--- src/rtl/nibble_tx.sv ---
// Serial transmitter for one 4-bit word per frame: start bit, 4 data bits LSB first, stop bit.
// Bit timing comes from a free cycle counter on the system clock; every output is registered.
module nibble_tx #(
    parameter int BIT_PERIOD = 434,
    parameter int CNT_W      = 16
) (
    input  logic       clock,
    input  logic       reset,
    input  logic [3:0] Data_in,
    input  logic       send,
    output logic       tx_out,
    output logic       busy,
    output logic       done,
    output logic [2:0] dbg_state
);

    // Handshake: send is a level request sampled only while IDLE; it is accepted on any
    // IDLE edge where send==1 (including the done cycle) and ignored while busy==1.
    localparam logic [2:0] S_IDLE  = 3'd0;
    localparam logic [2:0] S_START = 3'd1;
    localparam logic [2:0] S_DATA  = 3'd2;
    localparam logic [2:0] S_STOP  = 3'd3;

    localparam logic [CNT_W-1:0] CNT_LAST = CNT_W'(BIT_PERIOD - 1);
    localparam logic [CNT_W-1:0] CNT_ONE  = CNT_W'(1);

    logic [2:0]       r_state;
    logic [CNT_W-1:0] r_cnt;
    logic [1:0]       r_bit_idx;
    logic [3:0]       r_shift;
    logic             r_tx;
    logic             r_busy;
    logic             r_done;

    logic             w_bit_end;

    assign w_bit_end = (r_cnt == CNT_LAST);

    always_ff @(posedge clock) begin
        if (reset) begin
            r_state   <= S_IDLE;
            r_cnt     <= '0;
            r_bit_idx <= '0;
            r_shift   <= '0;
            r_tx      <= 1'b1;
            r_busy    <= 1'b0;
            r_done    <= 1'b0;
        end else begin
            r_done <= 1'b0;
            case (r_state)
                S_IDLE: begin
                    r_cnt  <= '0;
                    r_tx   <= 1'b1;
                    r_busy <= 1'b0;
                    if (send) begin
                        r_shift <= Data_in;
                        r_tx    <= 1'b0;
                        r_busy  <= 1'b1;
                        r_state <= S_START;
                    end
                end

                S_START: begin
                    if (w_bit_end) begin
                        r_state   <= S_DATA;
                        r_tx      <= r_shift[0];
                        r_bit_idx <= '0;
                        r_cnt     <= '0;
                    end else begin
                        r_cnt <= r_cnt + CNT_ONE;
                    end
                end

                S_DATA: begin
                    if (w_bit_end) begin
                        r_cnt <= '0;
                        if (r_bit_idx != 2'd3) begin
                            // shift[1] is the bit that becomes shift[0] after this edge
                            r_shift   <= {1'b0, r_shift[3:1]};
                            r_tx      <= r_shift[1];
                            r_bit_idx <= r_bit_idx + 2'd1;
                        end else begin
                            r_state <= S_STOP;
                            r_tx    <= 1'b1;
                        end
                    end else begin
                        r_cnt <= r_cnt + CNT_ONE;
                    end
                end

                S_STOP: begin
                    if (w_bit_end) begin
                        r_state <= S_IDLE;
                        r_busy  <= 1'b0;
                        r_done  <= 1'b1;
                        r_cnt   <= '0;
                    end else begin
                        r_cnt <= r_cnt + CNT_ONE;
                    end
                end

                default: begin
                    // unused encodings fall back to a quiet line
                    r_state   <= S_IDLE;
                    r_cnt     <= '0;
                    r_bit_idx <= '0;
                    r_tx      <= 1'b1;
                    r_busy    <= 1'b0;
                end
            endcase
        end
    end

    assign tx_out    = r_tx;
    assign busy      = r_busy;
    assign done      = r_done;
    assign dbg_state = r_state;

endmodule

--- config.mk ---
export PLATFORM = sky130hd
export DESIGN_NAME = nibble_tx
export DESIGN_NICKNAME = d
export VERILOG_FILES = /design/src/rtl/nibble_tx.sv
export SDC_FILE = /design/constraint.sdc
export NUM_CORES = 1
export LEC_CHECK = 0
export BUFFER_PORTS_ARGS = -buffer_cell sky130_fd_sc_hd__buf_2
export CAP_MARGIN = 25
export CORE_MARGIN = 1
export CORE_UTILIZATION = 40
export CTS_CLUSTER_SIZE = 20
export DETAILED_ROUTE_END_ITERATION = 16
export GPL_ROUTABILITY_DRIVEN = 0
export HOLD_SLACK_MARGIN = 0.12
export PLACE_DENSITY_LB_ADDON = 0.25
export SLEW_MARGIN = 15
export SYNTH_ARGS = -nofsm -noshare
export SYNTH_HDL_FRONTEND = slang
export SYNTH_SLANG_ARGS = --single-unit
--- constraint.sdc ---
create_clock -name clock -period 4.5 [get_ports clock]
set_input_delay 0.9 -clock clock [delete_from_list [all_inputs] [get_ports clock]]
set_output_delay 0.9 -clock clock [all_outputs]
set_load 0.005 [all_outputs]
==> results.json <==
{
  "powerDensity_mw_per_mm2": 429,
  "yosysWarnings": 0,
  "die_x_um": 63.1,
  "antenna_found_initial": 0,
  "final_nets": 194,
  "worst-setup-path-type": "reg2reg",
  "reg2reg_to": "r_cnt[2]",
  "avgSynthCellArea_um2": 8.79,
  "io_pins": 13,
  "root_buffer": "clkbuf_8",
  "holdWs_ps": 485,
  "dieArea_mm2": 0.00398,
  "vias": 1216,
  "h-tree-depth": 1,
  "ys.flop_type": "dfxtp_1",
  "yosysSeqAreaShare_pct": 36.2,
  "core-area_mm2": 0.00347,
  "path_max_fanout": 16,
  "syn_nets": 186,
  "reg2reg_slack_ps": 2480,
  "grt_overflow_total": 0,
  "cp.required_ps": 4650,
  "cp-start-kind": "flop",
  "setup_viol": 0,
  "grt_usage_pct": 16.0,
  "maxCapViolations": 0,
  "num_rows": 21,
  "grt_pass1_wl_um": 5200,
  "worst_ep_arrival_time_ps": 2180,
  "synthDominantCellAreaShare_pct": 36.2,
  "post_cts_buffers": 0,
  "initial_core_util_pct": 43.1,
  "cts_hold_buffers": 0,
  "ant_nets": 0,
  "hp-class": "reg2reg",
  "dr.pass1.iters": 4,
  "n_antenna_cell": 0,
  "synth_common_cells": "dfxtp_1, nor2_1, nand3_1",
  "rsz0062_at_grt": "no",
  "relSlewSlack_pct": 64.8,
  "drv_slew": 0,
  "grt_pass1_vias": 1169,
  "die_y_um": 63.1,
  "yosysTopAreaCell": "dfxtp_1",
  "fin_cells": 223,
  "synth_area_mm2": 0.00149,
  "drive_above_1_share_pct": 11.3,
  "drt-initial-drc-count": 51,
  "dp_hpwl_um": 2130,
  "synth_area_leaders": "dfxtp_1, ha_1, nor2_1",
  "yosysMostFrequentCell": "dfxtp_1",
  "routed_wl_um": 2910,
  "finalHoldViolations": 0,
  "min_period_ps": 2020,
  "via_per_inst": 5.45,
  "synthArstFlopShare_pct": 0,
  "synth_edf_count": 0,
  "drc": 0,
  "tightest_slew_ps": 528,
  "finalSetupTns_ps": 0,
  "synthCells": 170,
  "dp_cells": 219,
  "wl_per_cell_um": 13.0,
  "io_buffers": 11,
  "end_kind": "flop",
  "fmax_mhz": 494,
  "worst_r2r_path_depth": 5,
  "clk_pin_slew_ps": 90,
  "rr_startpoint": "r_cnt[0]",
  "grt_start_max_net_pins": 17,
  "syn2layout_area_growth_pct": 6.36,
  "run_status": "finished clean",
  "fin_skew_ps": 3.70,
  "postCtsResizedCells": 0,
  "min_period_over_period_pct": 45.0,
  "clk_latency_ps": 280,
  "clock_sinks": 27,
  "cts_tree": "built",
  "cts_made_buffers": 3,
  "synth_cell_types": 38,
  "p_leak_nw": 0.595,
  "critPathLaunch": "r_cnt[0]",
  "utilization_pct": 45.8,
  "cp-endpoint": "r_cnt[2]",
  "peakVddDrop_mv": 0.318,
  "cts_max_path_buffers": 2,
  "ys_ff_latch": 27
}
metal layers:
metal / global-route usage, % / vias up / share of wire (%)
met2: 24.2 / 30 / 42
met3: 2.36 / 5 / 3.7
met5: 0 / - / 0
met1: 22.9 / 565 / 53
li1: - / 616 / -
met4: 5.52 / 0 / 1.5
metrics by stage:
step | setup WS, ps | instance area, um2 | total power, mW
floorplan | 2630 | 1490 | 0.495
global placement | 2560 | 1540 | 0.537
detailed placement | 2450 | 1540 | 0.543
CTS | 2430 | 1590 | 0.687
global route | 2320 | 1590 | 0.729
finish | 2480 | 1590 | 0.681
placed cells by master (no fill, tap or decap), types with 6 or more instances in the layout:
master and n:
xnor2_1 9, nor3_1 6, nand3_1 13, a21oi_1 6, buf_2 11, nand2_1 7, ha_1 9, nor2_1 23
nand4_1 10, dfxtp_1 27
worst min path at each step:
stage	to	slack, ps	cells after the start	start
floorplan	r_cnt[0]	450	1	r_cnt[0]
global placement	busy	460	1	busy
detailed placement	busy	470	1	busy
CTS	busy	490	1	busy
global route	busy	530	1	busy
finish	busy	490	1	busy
power by group:
part	internal, mW	switching [mW]	total [mW]
Sequential	0.267	0.0287	0.296
Clock	0.0622	0.0782	0.140
Combinational	0.102	0.143	0.245
logic make-up (layout without fill, tap and decap cells):
logic type | count (synthesis) | after routing | synth area share [%]
buffers and inverters | 14 | 21 | 5.78
multiplexers | 2 | 2 | 1.34
adder cells (fa/ha/maj) | 9 | 9 | 7.54
other | 1 | 1 | 0.251
flip-flops | 27 | 27 | 36.2
AND/OR/NAND/NOR | 80 | 80 | 30.2
AO/OA/AOI/OAI | 23 | 23 | 10.6
XOR/XNOR | 14 | 14 | 8.21
critical path, cell delays in order, from the launching register on:
cell and delay, ps:
dfxtp_1 430, ha_1 160, nor3b_1 340, and4_1 370, or3_1 480, nor2_1 110
registers in the layout, indices dropped and copies added (netlist names):
register,count
r_cnt,16
r_shift,4
dbg_state,2
r_bit_idx,2
busy,1
done,1
tx_out,1
area by class of cell:
class	instances	area, um2
fillers	368	1880
clock buffers	3	41.3
flip-flops and latches	27	541
repair buffers	11	55.1
multi-input cells	129	867
well taps	46	57.6
inverters	6	22.5
clock inverters	1	5.00
Note: power is estimated with default switching activity, not from simulation.
